File: src/rtl/fifo_ast_reader.sv
// Read-clock-domain bridge from the video FIFO read port to an Avalon-ST video source.
// Adds the packet-type header beat, drops out-of-packet words and repairs truncated packets.
module fifo_ast_reader #(
  parameter int DATA_WIDTH = 8,
  parameter int PKT_TYPE   = 0
) (
  input  logic                  Clk,
  input  logic                  Rst_n_in,
  input  logic                  Clear_in,
  input  logic [DATA_WIDTH+1:0] Fifo_data_in,
  input  logic                  Fifo_empty_in,
  output logic                  Fifo_read_en_out,
  output logic [DATA_WIDTH-1:0] Ast_data_out,
  output logic                  Ast_valid_out,
  input  logic                  Ast_ready_in,
  output logic                  Ast_sop_out,
  output logic                  Ast_eop_out,
  output logic [15:0]           Drop_count_out,
  output logic                  Trunc_out
);

  localparam int WW = DATA_WIDTH + 2;
  localparam logic [3:0] PKT_NIB = PKT_TYPE[3:0];
  localparam logic [DATA_WIDTH-1:0] HDR_WORD = {{(DATA_WIDTH-4){1'b0}}, PKT_NIB};

  typedef enum logic [1:0] {IDLE, HDR, FIRST, DATA} state_t;

  state_t                state_q, state_d;
  logic [WW-1:0]         buf_q [2];
  logic [WW-1:0]         buf_d [2];
  logic [1:0]            buf_occ_q, buf_occ_d;
  logic                  inflight_q;
  logic [DATA_WIDTH-1:0] ast_data_q, ast_data_d;
  logic                  ast_valid_q, ast_valid_d;
  logic                  ast_sop_q, ast_sop_d;
  logic                  ast_eop_q, ast_eop_d;
  logic                  trunc_q, trunc_d;
  logic [15:0]           drop_q, drop_d;

  logic                  read_en;
  logic                  head_valid, head_sop, head_eop;
  logic [DATA_WIDTH-1:0] head_pix;
  logic [WW-1:0]         head;
  logic                  slot_free, pop, take_bypass;
  logic [1:0]            occ_mid;

  assign read_en = !Fifo_empty_in && !Clear_in &&
                   (({1'b0, buf_occ_q} + {2'b00, inflight_q}) < 3'd2);

  // An empty buffer lets the word arriving from the FIFO act as head directly.
  assign head_valid = (buf_occ_q != 2'd0) || inflight_q;
  assign head       = (buf_occ_q != 2'd0) ? buf_q[0] : Fifo_data_in;
  assign head_sop   = head[WW-1];
  assign head_eop   = head[WW-2];
  assign head_pix   = head[DATA_WIDTH-1:0];
  assign slot_free  = !ast_valid_q || Ast_ready_in;

  always_comb begin
    state_d     = state_q;
    pop         = 1'b0;
    ast_data_d  = ast_data_q;
    ast_sop_d   = ast_sop_q;
    ast_eop_d   = ast_eop_q;
    ast_valid_d = ast_valid_q && !Ast_ready_in;
    trunc_d     = 1'b0;
    drop_d      = drop_q;
    case (state_q)
      IDLE: begin
        if (head_valid) begin
          if (!head_sop) begin
            pop = 1'b1;
            if (drop_q != 16'hFFFF) drop_d = drop_q + 16'd1;
          end else begin
            state_d = HDR;
          end
        end
      end
      HDR: begin
        if (head_valid && slot_free) begin
          ast_data_d  = HDR_WORD;
          ast_sop_d   = 1'b1;
          ast_eop_d   = 1'b0;
          ast_valid_d = 1'b1;
          state_d     = FIRST;
        end
      end
      FIRST: begin
        if (head_valid && slot_free) begin
          ast_data_d  = head_pix;
          ast_sop_d   = 1'b0;
          ast_eop_d   = head_eop;
          ast_valid_d = 1'b1;
          pop         = 1'b1;
          state_d     = head_eop ? IDLE : DATA;
        end
      end
      DATA: begin
        if (head_valid && slot_free) begin
          ast_sop_d   = 1'b0;
          ast_valid_d = 1'b1;
          if (!head_sop) begin
            ast_data_d = head_pix;
            ast_eop_d  = head_eop;
            pop        = 1'b1;
            if (head_eop) state_d = IDLE;
          end else begin
            // Premature SOP: close this packet with a filler and keep the SOP word.
            ast_data_d = '0;
            ast_eop_d  = 1'b1;
            trunc_d    = 1'b1;
            state_d    = IDLE;
          end
        end
      end
      default: state_d = IDLE;
    endcase
  end

  always_comb begin
    buf_d       = buf_q;
    occ_mid     = buf_occ_q;
    take_bypass = pop && (buf_occ_q == 2'd0);
    if (pop && (buf_occ_q != 2'd0)) begin
      buf_d[0] = buf_q[1];
      occ_mid  = buf_occ_q - 2'd1;
    end
    buf_occ_d = occ_mid;
    if (inflight_q && !take_bypass && (occ_mid < 2'd2)) begin
      buf_d[occ_mid[0]] = Fifo_data_in;
      buf_occ_d         = occ_mid + 2'd1;
    end
  end

  always_ff @(posedge Clk or negedge Rst_n_in) begin
    if (!Rst_n_in) begin
      state_q     <= IDLE;
      buf_q[0]    <= '0;
      buf_q[1]    <= '0;
      buf_occ_q   <= '0;
      inflight_q  <= 1'b0;
      ast_data_q  <= '0;
      ast_valid_q <= 1'b0;
      ast_sop_q   <= 1'b0;
      ast_eop_q   <= 1'b0;
      trunc_q     <= 1'b0;
      drop_q      <= '0;
    end else if (Clear_in) begin
      state_q     <= IDLE;
      buf_q[0]    <= '0;
      buf_q[1]    <= '0;
      buf_occ_q   <= '0;
      inflight_q  <= 1'b0;
      ast_data_q  <= '0;
      ast_valid_q <= 1'b0;
      ast_sop_q   <= 1'b0;
      ast_eop_q   <= 1'b0;
      trunc_q     <= 1'b0;
      drop_q      <= '0;
    end else begin
      state_q     <= state_d;
      buf_q       <= buf_d;
      buf_occ_q   <= buf_occ_d;
      inflight_q  <= read_en;
      ast_data_q  <= ast_data_d;
      ast_valid_q <= ast_valid_d;
      ast_sop_q   <= ast_sop_d;
      ast_eop_q   <= ast_eop_d;
      trunc_q     <= trunc_d;
      drop_q      <= drop_d;
    end
  end

  assign Fifo_read_en_out = read_en;
  assign Ast_data_out     = ast_data_q;
  assign Ast_valid_out    = ast_valid_q;
  assign Ast_sop_out      = ast_sop_q;
  assign Ast_eop_out      = ast_eop_q;
  assign Drop_count_out   = drop_q;
  assign Trunc_out        = trunc_q;

endmodule
File: config.mk
export PLATFORM = sky130hd
export DESIGN_NAME = fifo_ast_reader
export DESIGN_NICKNAME = d
export VERILOG_FILES = /design/src/rtl/fifo_ast_reader.sv
export SDC_FILE = /design/constraint.sdc
export NUM_CORES = 1
export LEC_CHECK = 0
export BUFFER_PORTS_ARGS = -buffer_cell sky130_fd_sc_hd__clkbuf_2
export CAP_MARGIN = 20
export CORE_MARGIN = 2
export CORE_UTILIZATION = 30
export DETAILED_ROUTE_END_ITERATION = 8
export HOLD_SLACK_MARGIN = 0.05
export PLACE_DENSITY_LB_ADDON = 0.08
export SYNTH_ARGS = -nofsm -noshare
export SYNTH_HDL_FRONTEND = slang
export SYNTH_SLANG_ARGS = --single-unit
export TNS_END_PERCENT = 10
File: constraint.sdc
create_clock -name Clk -period 3.4 [get_ports Clk]
set_clock_uncertainty 0.05 [all_clocks]
set_input_delay 0.68 -clock Clk [delete_from_list [all_inputs] [get_ports Clk]]
set_output_delay 0.68 -clock Clk [all_outputs]
set_load 0.01 [all_outputs]
Yosys cells after proc, flatten, opt, wreduce, memory -nomap -nowiden. Cells that the tools add are included.

Input bits: 15. Bits in registers: 53.

Bitwise logic cells: 1. Muxes and demuxes: 53. Reductions and logical operators: 31. $lt $le $gt $ge: 4. Add/sub/neg operators: 4. Equality and inequality tests: 12.

Operators with widths (count): $mux 16 (5); $mux 20 (2); $mux 8 (5); $mux 10 (3); $mux 2 (12); $pmux 8 s3 (1); $bwmux 20 (1); $mux 1 (19); $add 16x1->16 const B (1); $ne 16x16->1 const B (1); $ne 3x3->1 const B (5); $demux 10 s1 (1); $reduce_bool 2->1 (5); $logic_and 1x1->1 (9); $pmux 2 s4 (1); $reduce_and 4->1 (2); $pmux 1 s3 (2); $reduce_and 6->1 (1); $logic_not 1->1 (5); $eq 2x2->1 const B (2); $logic_not 2->1 (2); $ne 4x4->1 const B (1); $reduce_bool 4->1 (1); $add 2x1->3 (1); other kinds (16) (17).

Depth between registers and ports, before layout. Gate-level depths: netlist of run 1.

Depth in word-level cells: 15. Gate-level depth with buffers: 9. Mapped depth without buffers: 7.

Worst setup path after synthesis of run 1. Ideal clock, no wire load.

Kind: reg-to-reg. Start: register buf_occ_q[0]. End: register buf_q[10] (netlist bit). Path buffers: 1. Library setup time: 0.079 ns. Data arrival time: 2.235 ns. Stages on the path, launching flop included: 9. Path slack: 1.036 ns. Data required time: 3.271 ns. Path through: dfrtp_1 > inv_1 > ha_1 > or3_4 > a2111o_1 > a21oi_1 > o211a_1 > buf_6 > mux2i_1.

Cells in the longest elaborated chain, start to end: 15. Elaborated cells on any way between the ends: 28. Those cells by class: add/sub (1); order compare (3); mux (13); bitwise (1); reduce/logical (10).

Ends and longest elaborated chain: start: declaration (line 31) `logic [1:0] buf_occ_q, buf_occ_d;`; start signal: assignment (line 162) `buf_occ_q <= buf_occ_d;`; $reduce_bool 2->1 (line 51, 52, 123); $mux 10 / $logic_or 1x1->1 (equally long branches) (line 52, 51); $mux 1 / $logic_and 1x1->1 (equally long branches); $mux 1, on equally long branches (line 98, 69, 88); $pmux 1 s3 (line 67) `case (state_q)`; $logic_and 1x1->1 (line 123) `if (pop && (buf_occ_q != 2'd0)) begin`; $mux 2 (line 123); $not 1->2 (implied by the code) (line 129) `buf_d[occ_mid[0]] = Fifo_data_in;`; $ge 2x2->1 (implied by the code) / $lt 2x1->1 (equally long branches) (line 129); $logic_and 1x1->1 (implied by the code) (line 129); $mux 10 (implied by the code) (line 129); $demux 10 s1 (line 129); $bwmux 20 (line 129); $mux 20 (*) (line 128) `if (inflight_q && !take_bypass && (occ_mid < 2'd2)) begin`; $mux 20 (*) (line 147) `end else if (Clear_in) begin`; end signal: assignment (line 161) `buf_q <= buf_d;`; end: declaration (line 29) `logic [WW-1:0] buf_q [2];`.

Every way passes the cells marked *; elsewhere a longest branch is shown, timed or not. The select of a mux whose other input is x is not followed. A chain may end at the register's enable or synchronous reset.

Final worst setup path of run 1.
Start: register buf_occ_q[0]. End: register buf_q[16] (netlist bit).

The elaborated chain is that of the path after synthesis.

==> impl_metrics.prom, run 1 <==
# TYPE chip_impl_metric gauge
chip_impl_metric{name="dr_total_vias",unit=""} 2460
chip_impl_metric{name="synth_seq_cells",unit=""} 53
chip_impl_metric{name="insertion_delay_to_the_later_sink_of_the_worst_skew_pair",unit="ns"} 0.31
chip_impl_info{name="cts_tree",value="built"} 1
chip_impl_info{name="timing.critical_path.to_type",value="flip-flop"} 1
chip_impl_info{name="startpoint_type",value="flip-flop"} 1
chip_impl_metric{name="grt_max_degree",unit=""} 57
chip_impl_metric{name="design.final.nets",unit=""} 386
chip_impl_metric{name="netSwitchingPower",unit="mW"} 0.740
chip_impl_metric{name="ant_nets",unit=""} 0
chip_impl_metric{name="power_density",unit="nW/um^2"} 537
chip_impl_metric{name="placed_cells",unit=""} 490
chip_impl_metric{name="post_drt_via_cell_ratio",unit=""} 4.94
chip_impl_metric{name="drc_violations",unit=""} 0
chip_impl_metric{name="post-synth-top-area-fraction",unit="%"} 43.4
chip_impl_metric{name="clk_transition_reported_paths",unit="ns"} 0.11
chip_impl_metric{name="clock_path_buffers",unit=""} 2
chip_impl_metric{name="final-instance-count-excl-fill",unit=""} 498
chip_impl_info{name="outcome",value="completed"} 1
chip_impl_metric{name="hpwl",unit="um"} 5630
chip_impl_metric{name="largest_driver_fanout_on_the_critical_path",unit=""} 15
chip_impl_metric{name="proportion_of_total_power_due_to_net_switching",unit="%"} 39.1
chip_impl_metric{name="num_antenna_cells",unit=""} 0
chip_impl_info{name="cell_accounting_for_the_most_synthesized_area",value="dfrtp_1"} 1
chip_impl_metric{name="setup_tns",unit="ns"} 0
chip_impl_metric{name="worst-slew-pin-transition",unit="ns"} 0.867
chip_impl_metric{name="synthesis.nets",unit=""} 341
chip_impl_metric{name="grtUsageTotal",unit="%"} 14.8
chip_impl_metric{name="max_stage_delay",unit="ns"} 0.53
chip_impl_metric{name="finalWorstSetupSlack",unit="ns"} 0.427
chip_impl_metric{name="ctsResizeCount",unit=""} 0
chip_impl_metric{name="synthesis.yosys.warnings",unit=""} 0
chip_impl_info{name="unrepaired_setup_endpoints_after_global_routing",value="no"} 1
chip_impl_metric{name="die-width",unit="um"} 105
chip_impl_metric{name="comb_power_share",unit="%"} 39.5
chip_impl_metric{name="globalRouteOverflowTotal",unit=""} 0
chip_impl_metric{name="clock_power_share",unit="%"} 19.8
chip_impl_metric{name="vdd.ir_drop.worst",unit="V"} 0.000284
chip_impl_info{name="hold_path_class",value="in -> async"} 1
chip_impl_metric{name="hold_viol_final",unit=""} 0
chip_impl_metric{name="timing.max_slew.rel_slack",unit="%"} 41.5
chip_impl_metric{name="yosysSeqAreaShare",unit="%"} 43.4
chip_impl_metric{name="routed_wire_length_per_instance",unit="um"} 15.7
chip_impl_info{name="path_cells",value="inv_1 -> ha_1 -> or3_4 -> a2111oi_4 -> nor4_1 -> o211a_1 -> mux2i_1"} 1
chip_impl_info{name="clock_root_buffer_master",value="clkbuf_8"} 1
chip_impl_metric{name="firstDrtPassIters",unit=""} 4
chip_impl_metric{name="power_frac_seq",unit="%"} 40.7
chip_impl_metric{name="period_share",unit="%"} 87.4
chip_impl_metric{name="number_of_buffers_inserted_to_repair_setup_after_cts",unit=""} 0
chip_impl_metric{name="synth_area_per_cell",unit="um^2"} 9.58
chip_impl_metric{name="internal_power",unit="mW"} 1.15
chip_impl_metric{name="die_h",unit="um"} 105
chip_impl_metric{name="number_of_antenna_violations_at_the_first_check_in_global_routing",unit=""} 0
chip_impl_metric{name="design.portCount",unit=""} 44
chip_impl_info{name="synth.top_cells.by_area",value="dfrtp_1, mux2i_1, nand2b_1, xnor2_1, o21ai_0"} 1
chip_impl_metric{name="final_max_slew_violation_count",unit=""} 0
chip_impl_metric{name="worst-endpoint-arrival",unit="ns"} 3.10
chip_impl_metric{name="cts_inserted_buffers",unit=""} 5
chip_impl_metric{name="grt_pass1_wl",unit="um"} 13300
chip_impl_metric{name="max_freq",unit="GHz"} 0.336
chip_impl_metric{name="holdBufCountCts",unit=""} 0
chip_impl_metric{name="maxCapViolations",unit=""} 0
chip_impl_metric{name="buffer_ports.inserted",unit=""} 43
chip_impl_metric{name="htreeDepth",unit=""} 2
chip_impl_metric{name="initialDrtViolationCount",unit=""} 102
chip_impl_metric{name="static-leakage-power",unit="nW"} 1.64
chip_impl_metric{name="synthCells",unit=""} 319
chip_impl_metric{name="gp_routability_congestion",unit=""} 0.763
chip_impl_metric{name="ys_types",unit=""} 41
chip_impl_metric{name="die-area",unit="um^2"} 11000
chip_impl_metric{name="final.min_clock_period",unit="ns"} 2.97
chip_impl_metric{name="tritoncts_num_sinks",unit=""} 53
chip_impl_metric{name="hold_slack",unit="ns"} 0.181
chip_impl_metric{name="fp-row-count",unit=""} 36
chip_impl_metric{name="mappedNetlistArea",unit="um^2"} 3060
chip_impl_metric{name="coreArea",unit="um^2"} 9820
chip_impl_metric{name="report.final.setup_viol",unit=""} 0
chip_impl_metric{name="initial_core_util",unit="%"} 31.1
chip_impl_metric{name="preCtsSetupSlack",unit="ns"} 0.445
chip_impl_info{name="setup.worst_path.class",value="reg -> reg"} 1
chip_impl_metric{name="relative_area_change_from_synthesis_to_final_layout",unit="%"} 15.3
chip_impl_metric{name="worst_ep_required_time",unit="ns"} 3.53
chip_impl_info{name="critical_path.slowest_cell",value="a2111oi_4"} 1
chip_impl_metric{name="drive_gt1_share",unit="%"} 17.8
chip_impl_metric{name="route.final.wire_length",unit="um"} 7800
chip_impl_metric{name="via_count_of_the_first_global_routing_pass",unit=""} 2521
==> logic make-up (layout without fill, tap and decap cells) <==
| kind of cell | count (synthesis) | in the layout | synth area share, % |
|---|---|---|---|
| mux | 32 | 32 | 10.5 |
| simple gates | 116 | 116 | 19.4 |
| fa+ha+maj | 7 | 7 | 2.87 |
| flops | 53 | 53 | 43.4 |
| compound gates | 70 | 70 | 15.8 |
| xor+xnor | 13 | 13 | 3.73 |
| buf+inv | 28 | 74 | 4.30 |
==> per-stage QoR <==
stage                     util [%]  instance area (um^2)  power [mW]
after floorplan                  -                  3060        1.34
after detailed placement      35.0                  3430        1.53
after global placement        35.0                  3430        1.54
after CTS                     35.9                  3520        1.92
after global routing          35.9                  3520        2.04
final                         35.9                  3520        1.89
==> state kept, by name, summed over array words and instances (netlist names), 2 cells and up <==
register / cells
state_q: 2
Ast_data_out: 8
Drop_count_out: 16
buf_occ_q: 2
buf_q: 20
==> final timing paths <==
kind / start / to / slack, ns / cells past startpoint
min in group Clk: Ast_data_out[7]$_DFFE_PN0P_ / Ast_data_out[7]$_DFFE_PN0P_ / 0.44 / 2
max in group asynchronous: Rst_n_in / inflight_q$_DFF_PN0_ / 2.44 / 2
hold reg to reg: Ast_data_out[7]$_DFFE_PN0P_ / Ast_data_out[7]$_DFFE_PN0P_ / 0.44 / 2
hold / removal: Rst_n_in / Ast_data_out[1]$_DFFE_PN0P_ / 0.18 / 1
setup / recovery: buf_occ_q[0]$_DFF_PN0_ / buf_q[16]$_DFF_PN0_ / 0.43 / 7
setup reg to reg: buf_occ_q[0]$_DFF_PN0_ / buf_q[16]$_DFF_PN0_ / 0.43 / 7
==> synth_stat cells <==
| master | count |
|---|---|
| dfrtp_1 | 53 |
| mux2i_1 | 31 |
| nor2_1 | 26 |
| nand2b_1 | 24 |
| nand2_1 | 22 |
| o21ai_0 | 20 |
| nand3_1 | 14 |
| xnor2_1 | 13 |
| inv_1 | 12 |
| a21oi_1 | 11 |
| a21o_1 | 10 |
| clkbuf_1 | 10 |
| nor3_1 | 9 |
| ha_1 | 7 |
| nor4_1 | 6 |
| a31oi_1 | 5 |
| and3_1 | 5 |
| a211oi_1 | 4 |
| o211ai_1 | 4 |
| a2111oi_0 | 3 |
| buf_2 | 3 |
| buf_6 | 3 |
| o2111ai_1 | 3 |
| and3b_1 | 2 |
| nor2b_1 | 2 |
| o211a_1 | 2 |
| a2111o_1 | 1 |
| a2111oi_4 | 1 |
| a222oi_1 | 1 |
| a22o_1 | 1 |
| a22oi_1 | 1 |
| a311oi_1 | 1 |
| and2_1 | 1 |
| and4_1 | 1 |
| mux2_2 | 1 |
| nand4_1 | 1 |
| nor4b_1 | 1 |
| o22ai_1 | 1 |
| o41ai_1 | 1 |
| or3_1 | 1 |
| or3_4 | 1 |
==> power groups by stage <==
stage	logic [mW]	registers, mW	clock network, mW
after floorplan	0.565	0.771	0
after global placement	0.752	0.783	0
after detailed placement	0.750	0.784	0
after CTS	0.753	0.771	0.400
after global routing	0.836	0.783	0.423
final	0.747	0.771	0.374
==> per-layer routing <==
layer / part of all wire [%] / global-route usage (%) / vias to the layer above
li1: - / - / 1226
met1: 52 / 22.3 / 1185
met2: 44 / 22.0 / 42
met3: 2.9 / 2.62 / 7
met4: 1.1 / 3.52 / 0
met5: 0 / 0 / -
==> worst max-delay path, delay by kind of cell, from the launching register on <==
kind | cells | cell delay, ns
AO/OA/AOI/OAI | 2 | 0.99
buffers and inverters | 1 | 0.13
adder cells (fa/ha/maj) | 1 | 0.41
multiplexers | 1 | 0.20
AND/OR/NAND/NOR | 2 | 0.58
flip-flops | 1 | 0.46
==> final cells by class <==
class | instances | area [um^2]
clock buffers | 5 | 68.8
clock inverters | 3 | 21.3
fillers | 1073 | 6300
inverters | 12 | 45.0
multi-input cells | 238 | 1600
flip-flops and latches | 53 | 1330
well taps | 133 | 166
repair buffers | 54 | 298
==> placed cells by master (no fill, tap or decap), drive strengths merged, types with 10 or more instances in the layout <==
master	Yosys	routed
nor2	26	26
o21ai	20	20
buf	6	11
mux2i	31	31
a21oi	11	11
clkbuf	10	48
inv	12	13
nand3	14	14
dfrtp	53	53
nand2b	24	24
nand2	22	22
xnor2	13	13
a21o	10	10
(Power assumes the default switching activity.)
==> run 2: changes to the inputs <==
MAX_ROUTING_LAYER = met4   (was unset)
==> run 2 against run 1 <==
- sequential share of layout area did not move
- clock-buffer cell count unchanged
- hold slack improved by 0.0012 ns
==> impl_metrics.prom, run 2 (synthesized netlist as in run 1, its figures left out) <==
# TYPE chip_impl_metric gauge
chip_impl_metric{name="globalRouteOverflowTotal",unit=""} 0
chip_impl_metric{name="cts_inserted_buffers",unit=""} 5
chip_impl_metric{name="static-leakage-power",unit="nW"} 1.64
chip_impl_metric{name="ctsResizeCount",unit=""} 0
chip_impl_metric{name="number_of_buffers_inserted_to_repair_setup_after_cts",unit=""} 0
chip_impl_metric{name="design.final.nets",unit=""} 386
chip_impl_metric{name="final-instance-count-excl-fill",unit=""} 498
chip_impl_metric{name="worst-endpoint-arrival",unit="ns"} 3.11
chip_impl_metric{name="die-area",unit="um^2"} 11000
chip_impl_metric{name="vdd.ir_drop.worst",unit="V"} 0.000285
chip_impl_metric{name="final_max_slew_violation_count",unit=""} 0
chip_impl_info{name="setup.worst_path.class",value="reg -> reg"} 1
chip_impl_info{name="top_register",value="buf_q"} 1
chip_impl_info{name="startpoint_type",value="flip-flop"} 1
chip_impl_metric{name="worst_ep_required_time",unit="ns"} 3.53
chip_impl_metric{name="number_of_antenna_violations_at_the_first_check_in_global_routing",unit=""} 0
chip_impl_metric{name="holdBufCountCts",unit=""} 0
chip_impl_metric{name="design.portCount",unit=""} 44
chip_impl_metric{name="hold_viol_final",unit=""} 0
chip_impl_metric{name="worst-slew-pin-transition",unit="ns"} 0.795
chip_impl_metric{name="routed_wire_length_per_instance",unit="um"} 15.6
chip_impl_metric{name="timing.max_slew.rel_slack",unit="%"} 46.3
chip_impl_metric{name="period_share",unit="%"} 87.8
chip_impl_metric{name="power_density",unit="nW/um^2"} 537
chip_impl_metric{name="grtUsageTotal",unit="%"} 15.3
chip_impl_metric{name="grt_max_degree",unit=""} 57
chip_impl_metric{name="hpwl",unit="um"} 5630
chip_impl_metric{name="clk_transition_reported_paths",unit="ns"} 0.11
chip_impl_metric{name="die_h",unit="um"} 105
chip_impl_info{name="outcome",value="completed"} 1
chip_impl_metric{name="buffer_ports.inserted",unit=""} 43
chip_impl_metric{name="setup_tns",unit="ns"} 0
chip_impl_info{name="clock_root_buffer_master",value="clkbuf_8"} 1
chip_impl_metric{name="largest_driver_fanout_on_the_critical_path",unit=""} 15
chip_impl_metric{name="insertion_delay_to_the_later_sink_of_the_worst_skew_pair",unit="ns"} 0.31
chip_impl_info{name="cts_tree",value="built"} 1
chip_impl_info{name="mostFrequentLayoutCell",value="dfrtp_1"} 1
chip_impl_info{name="hold_path_class",value="in -> async"} 1
chip_impl_metric{name="fp-row-count",unit=""} 36
chip_impl_metric{name="ant_nets",unit=""} 0
chip_impl_metric{name="report.final.setup_viol",unit=""} 0
chip_impl_metric{name="coreArea",unit="um^2"} 9820
chip_impl_metric{name="post_drt_via_cell_ratio",unit=""} 4.94
chip_impl_metric{name="maxCapViolations",unit=""} 0
chip_impl_metric{name="dr_total_vias",unit=""} 2458
chip_impl_metric{name="hold_slack",unit="ns"} 0.182
chip_impl_metric{name="clock_path_buffers",unit=""} 2
chip_impl_metric{name="final.min_clock_period",unit="ns"} 2.98
chip_impl_metric{name="via_count_of_the_first_global_routing_pass",unit=""} 2519
chip_impl_metric{name="gp_routability_congestion",unit=""} 0.773
chip_impl_metric{name="placed_cells",unit=""} 490
chip_impl_metric{name="route.final.wire_length",unit="um"} 7790
chip_impl_metric{name="worst-r2r-setup-slack",unit="ns"} 0.42
chip_impl_metric{name="number_of_flip_flops_in_the_largest_register",unit=""} 20
chip_impl_metric{name="tritoncts_num_sinks",unit=""} 53
chip_impl_info{name="unrepaired_setup_endpoints_after_global_routing",value="no"} 1
chip_impl_metric{name="drc_violations",unit=""} 0
chip_impl_metric{name="max_freq",unit="GHz"} 0.335
chip_impl_info{name="final_cell_mix",value="dfrtp_1, clkbuf_2, mux2i_1, nor2_1, nand2b_1"} 1
chip_impl_info{name="timing.critical_path.to_type",value="flip-flop"} 1
chip_impl_metric{name="initial_core_util",unit="%"} 31.1
chip_impl_metric{name="grt_pass1_wl",unit="um"} 13300
chip_impl_metric{name="num_antenna_cells",unit=""} 0
chip_impl_metric{name="relative_area_change_from_synthesis_to_final_layout",unit="%"} 15.3
chip_impl_metric{name="firstDrtPassIters",unit=""} 4
chip_impl_metric{name="drive_gt1_share",unit="%"} 17.8
chip_impl_metric{name="die-width",unit="um"} 105
chip_impl_metric{name="initialDrtViolationCount",unit=""} 96
chip_impl_metric{name="htreeDepth",unit=""} 2
==> run 2: cell counts in the layout (fill, tap and decap cells not counted) <==
Identical to the previous run, type by type.
==> run 2: final timing paths <==
path | start | endpoint | cells past startpoint
min in group Clk | Ast_data_out[5]$_DFFE_PN0P_ | Ast_data_out[5]$_DFFE_PN0P_ | 2
worst max register to register | buf_occ_q[0]$_DFF_PN0_ | buf_q[16]$_DFF_PN0_ | 7
worst max-delay path | buf_occ_q[0]$_DFF_PN0_ | buf_q[16]$_DFF_PN0_ | 7
worst min register to register | Ast_data_out[5]$_DFFE_PN0P_ | Ast_data_out[5]$_DFFE_PN0P_ | 2
max in group asynchronous | Rst_n_in | inflight_q$_DFF_PN0_ | 2
worst min-delay path | Rst_n_in | Ast_data_out[1]$_DFFE_PN0P_ | 1
==> run 2: cell type report <==
type | count | area (um^2)
fillers | 1073 | 6300
well taps | 133 | 166
repair buffers | 54 | 298
flip-flops and latches | 53 | 1330
inverters | 12 | 45.0
clock inverters | 3 | 21.3
multi-input cells | 238 | 1600
clock buffers | 5 | 68.8
==> run 2: routing by layer <==
layer	vias to the layer above	routed length (um)	track usage, %
li1	1228	-	-
met1	1187	4090	22.3
met2	36	3400	22.1
met5	-	0	-
met3	7	213	2.56
met4	0	82	3.52
==> run 2: per-stage QoR <==
step / instance area [um^2] / util, % / power, mW / worst slack [ns]
floorplan: 3060 / - / 1.34 / 1.04
global placement: 3430 / 35.0 / 1.54 / 0.525
detailed placement: 3430 / 35.0 / 1.53 / 0.445
CTS: 3520 / 35.9 / 1.92 / 0.421
global route: 3520 / 35.9 / 2.04 / 0.168
finish: 3520 / 35.9 / 1.89 / 0.415
==> run 2: worst max-delay path, cell delays in order, from the launching register on <==
cell and delay [ns]:
dfrtp_1 0.46, inv_1 0.13, ha_1 0.41, or3_4 0.47, a2111oi_4 0.54, nor4_1 0.11, o211a_1 0.46, mux2i_1 0.20
==> run 2: where the power goes <==
group | switching [mW] | internal, mW
sequential | 0.0669 | 0.704
combinational | 0.447 | 0.300
clock | 0.227 | 0.147
==> run 3: changes to the inputs <==
CORE_ASPECT_RATIO = 1.5   (was unset)
==> run 3 against run 2 <==
- clock power up 45%
- critical path depth up 2
- flip-flop and latch count unchanged
- die area up 0.15%
- wire length up 7.3%
- critical path type unchanged
- highest routed layer unchanged
==> impl_metrics.prom, run 3 (synthesized netlist as in run 1, its figures left out) <==
# TYPE chip_impl_metric gauge
chip_impl_info{name="outcome",value="completed"} 1
chip_impl_metric{name="internal_power",unit="mW"} 1.28
chip_impl_metric{name="layout.area.seq",unit="um^2"} 1330
chip_impl_metric{name="post_drt_via_cell_ratio",unit=""} 5.27
chip_impl_metric{name="final-instance-count-excl-fill",unit=""} 479
chip_impl_metric{name="maxCapViolations",unit=""} 0
chip_impl_metric{name="gp_routability_congestion",unit=""} 0.788
chip_impl_metric{name="insertion_delay_to_the_later_sink_of_the_worst_skew_pair",unit="ns"} 0.31
chip_impl_metric{name="final_design_area_no_fill",unit="um^2"} 3550
chip_impl_info{name="mostFrequentLayoutCell",value="dfrtp_1"} 1
chip_impl_info{name="unrepaired_setup_endpoints_after_global_routing",value="no"} 1
chip_impl_metric{name="design.portCount",unit=""} 44
chip_impl_metric{name="fp-row-count",unit=""} 45
chip_impl_metric{name="dr_total_vias",unit=""} 2524
chip_impl_metric{name="worst_ep_required_time",unit="ns"} 3.54
chip_impl_metric{name="grt_pass1_wl",unit="um"} 13600
chip_impl_metric{name="die_h",unit="um"} 128
chip_impl_metric{name="buffer_ports.inserted",unit=""} 43
chip_impl_metric{name="clk_transition_reported_paths",unit="ns"} 0.08
chip_impl_metric{name="vdd.ir_drop.worst",unit="V"} 0.000232
chip_impl_metric{name="power_frac_seq",unit="%"} 37.6
chip_impl_metric{name="max_stage_delay",unit="ns"} 0.47
chip_impl_metric{name="placed_cells",unit=""} 471
chip_impl_metric{name="hpwl",unit="um"} 5950
chip_impl_metric{name="tritoncts_num_sinks",unit=""} 53
chip_impl_metric{name="worst-r2r-setup-slack",unit="ns"} 0.53
chip_impl_info{name="clock_root_buffer_master",value="clkbuf_16"} 1
chip_impl_metric{name="ant_nets",unit=""} 0
chip_impl_metric{name="multiInputGateArea",unit="um^2"} 1600
chip_impl_metric{name="grtUsageTotal",unit="%"} 16.6
chip_impl_metric{name="route.final.wire_length",unit="um"} 8350
chip_impl_metric{name="drc_violations",unit=""} 0
chip_impl_metric{name="preCtsSetupSlack",unit="ns"} 0.539
chip_impl_info{name="hold_path_class",value="in -> async"} 1
chip_impl_info{name="timing.critical_path.to_type",value="flip-flop"} 1
chip_impl_metric{name="setup_tns",unit="ns"} 0
chip_impl_metric{name="final.min_clock_period",unit="ns"} 2.87
chip_impl_metric{name="die-width",unit="um"} 86.4
chip_impl_metric{name="holdBufCountCts",unit=""} 0
chip_impl_info{name="final_cell_mix",value="dfrtp_1, clkbuf_2, mux2i_1, nor2_1, nand2b_1"} 1
chip_impl_info{name="setup.worst_path.class",value="reg -> reg"} 1
chip_impl_metric{name="finalWorstSetupSlack",unit="ns"} 0.531
chip_impl_metric{name="clock_path_buffers",unit=""} 2
chip_impl_metric{name="report.final.setup_viol",unit=""} 0
chip_impl_info{name="critPathMostFrequentCell",value="buf_4"} 1
chip_impl_info{name="startpoint_type",value="flip-flop"} 1
chip_impl_metric{name="via_count_of_the_first_global_routing_pass",unit=""} 2650
chip_impl_metric{name="worst-endpoint-arrival",unit="ns"} 3.01
chip_impl_info{name="cts_tree",value="built"} 1
chip_impl_metric{name="design.final.nets",unit=""} 383
chip_impl_metric{name="globalRouteOverflowTotal",unit=""} 0
chip_impl_metric{name="firstDrtPassIters",unit=""} 4
chip_impl_info{name="crit-reg2reg-capture",value="buf_q[2]$_DFFE_PN0P_"} 1
chip_impl_metric{name="clock_power_share",unit="%"} 26.2
chip_impl_metric{name="final_max_slew_violation_count",unit=""} 0
chip_impl_metric{name="coreArea",unit="um^2"} 10000
chip_impl_metric{name="placed_area",unit="um^2"} 3400
chip_impl_metric{name="ctsResizeCount",unit=""} 0
chip_impl_metric{name="drive_gt1_share",unit="%"} 17.1
chip_impl_metric{name="num-fill-cells",unit=""} 1046
chip_impl_info{name="top_register",value="buf_q"} 1
chip_impl_metric{name="number_of_antenna_violations_at_the_first_check_in_global_routing",unit=""} 0
chip_impl_metric{name="relative_area_change_from_synthesis_to_final_layout",unit="%"} 16.3
chip_impl_metric{name="largest_driver_fanout_on_the_critical_path",unit=""} 15
chip_impl_metric{name="netSwitchingPower",unit="mW"} 0.784
chip_impl_metric{name="hold_slack",unit="ns"} 0.311
chip_impl_metric{name="timing.max_slew.rel_slack",unit="%"} 34.8
chip_impl_metric{name="period_share",unit="%"} 84.4
chip_impl_metric{name="worst-slew-pin-transition",unit="ns"} 0.965
chip_impl_metric{name="rr_worst_depth",unit=""} 9
chip_impl_metric{name="initialDrtViolationCount",unit=""} 163
chip_impl_metric{name="number_of_buffers_inserted_to_repair_setup_after_cts",unit=""} 0
chip_impl_metric{name="number_of_flip_flops_in_the_largest_register",unit=""} 20
chip_impl_metric{name="max_freq",unit="GHz"} 0.349
chip_impl_metric{name="finish.utilization",unit="%"} 35.5
chip_impl_metric{name="total_power_consumption",unit="mW"} 2.06
chip_impl_metric{name="num_antenna_cells",unit=""} 0
chip_impl_metric{name="comb_power_share",unit="%"} 36.3
chip_impl_metric{name="hold_viol_final",unit=""} 0
chip_impl_metric{name="die-area",unit="um^2"} 11000
chip_impl_metric{name="power_density",unit="nW/um^2"} 581
chip_impl_metric{name="grt_max_degree",unit=""} 57
chip_impl_metric{name="htreeDepth",unit=""} 2
chip_impl_metric{name="static-leakage-power",unit="nW"} 1.66
chip_impl_metric{name="proportion_of_total_power_due_to_net_switching",unit="%"} 38.0
chip_impl_metric{name="cts_inserted_buffers",unit=""} 5
chip_impl_info{name="critical_path.reg2reg.startpoint",value="buf_occ_q[0]$_DFF_PN0_"} 1
chip_impl_metric{name="routed_wire_length_per_instance",unit="um"} 17.4
chip_impl_info{name="path_cells",value="inv_1 -> ha_1 -> or3_4 -> a2111oi_4 -> buf_4 -> o211a_1 -> o211ai_1 -> buf_4 -> mux2i_1"} 1
chip_impl_info{name="critical_path.slowest_cell",value="or3_4"} 1
chip_impl_metric{name="initial_core_util",unit="%"} 30.5
-- run 3: changes by cell type in the layout (fill, tap and decap cells not counted) --
| cell | before | now |
|---|---|---|
| clkinv_2 | 1 | 0 |
| clkbuf_8 | 5 | 0 |
| clkinvlp_4 | 1 | 0 |
| clkinv_4 | 0 | 2 |
| clkbuf_16 | 0 | 5 |
| buf_12 | 0 | 1 |
| buf_4 | 11 | 7 |
-- run 3: layout make-up --
type | count | share of cell area (%)
clock buffer | 5 | 3.52
clock inverter | 3 | 0.739
inverter | 12 | 1.27
multi-input combinational | 238 | 44.9
sequential | 53 | 37.3
tap | 117 | 4.12
timing repair buffer | 51 | 8.10
-- run 3: metal layers --
metal / wire [um] / track usage [%]
met2: 4580 / 28.8
met5: 0 / -
met3: 201 / 2.78
met1: 3350 / 17.9
met4: 226 / 8.36
-- run 3: how the worst max path moves through the flow --
stage,from,endpoint,depth (start not counted)
after global placement,buf_occ_q[0]$_DFF_PN0_,buf_q[8]$_DFFE_PN0P_,9
after CTS,buf_occ_q[0]$_DFF_PN0_,buf_q[9]$_DFFE_PN0P_,9
after floorplan,buf_occ_q[0]$_DFF_PN0_,buf_q[10]$_DFF_PN0_,8
after global routing,buf_occ_q[0]$_DFF_PN0_,buf_q[13]$_DFF_PN0_,7
final,buf_occ_q[0]$_DFF_PN0_,buf_q[2]$_DFFE_PN0P_,9
after detailed placement,buf_occ_q[0]$_DFF_PN0_,buf_q[9]$_DFFE_PN0P_,9
-- run 3: power groups by stage --
stage                     clock (mW)  combinational, mW  sequential [mW]
after floorplan                    0              0.565            0.771
after CTS                      0.558              0.760            0.776
after global placement             0              0.754            0.789
final                          0.541              0.749            0.775
after detailed placement           0              0.755            0.789
after global routing           0.578              0.830            0.788
-- run 3: critical path: cells and delay by family, from the launching register on --
kind / cells / cell delay, ns
AOI/OAI and AO/OA: 3 / 0.63
buffers and inverters: 3 / 0.61
and+or+nand+nor: 1 / 0.47
DFF: 1 / 0.45
adders and majority gates: 1 / 0.40
muxes: 1 / 0.14
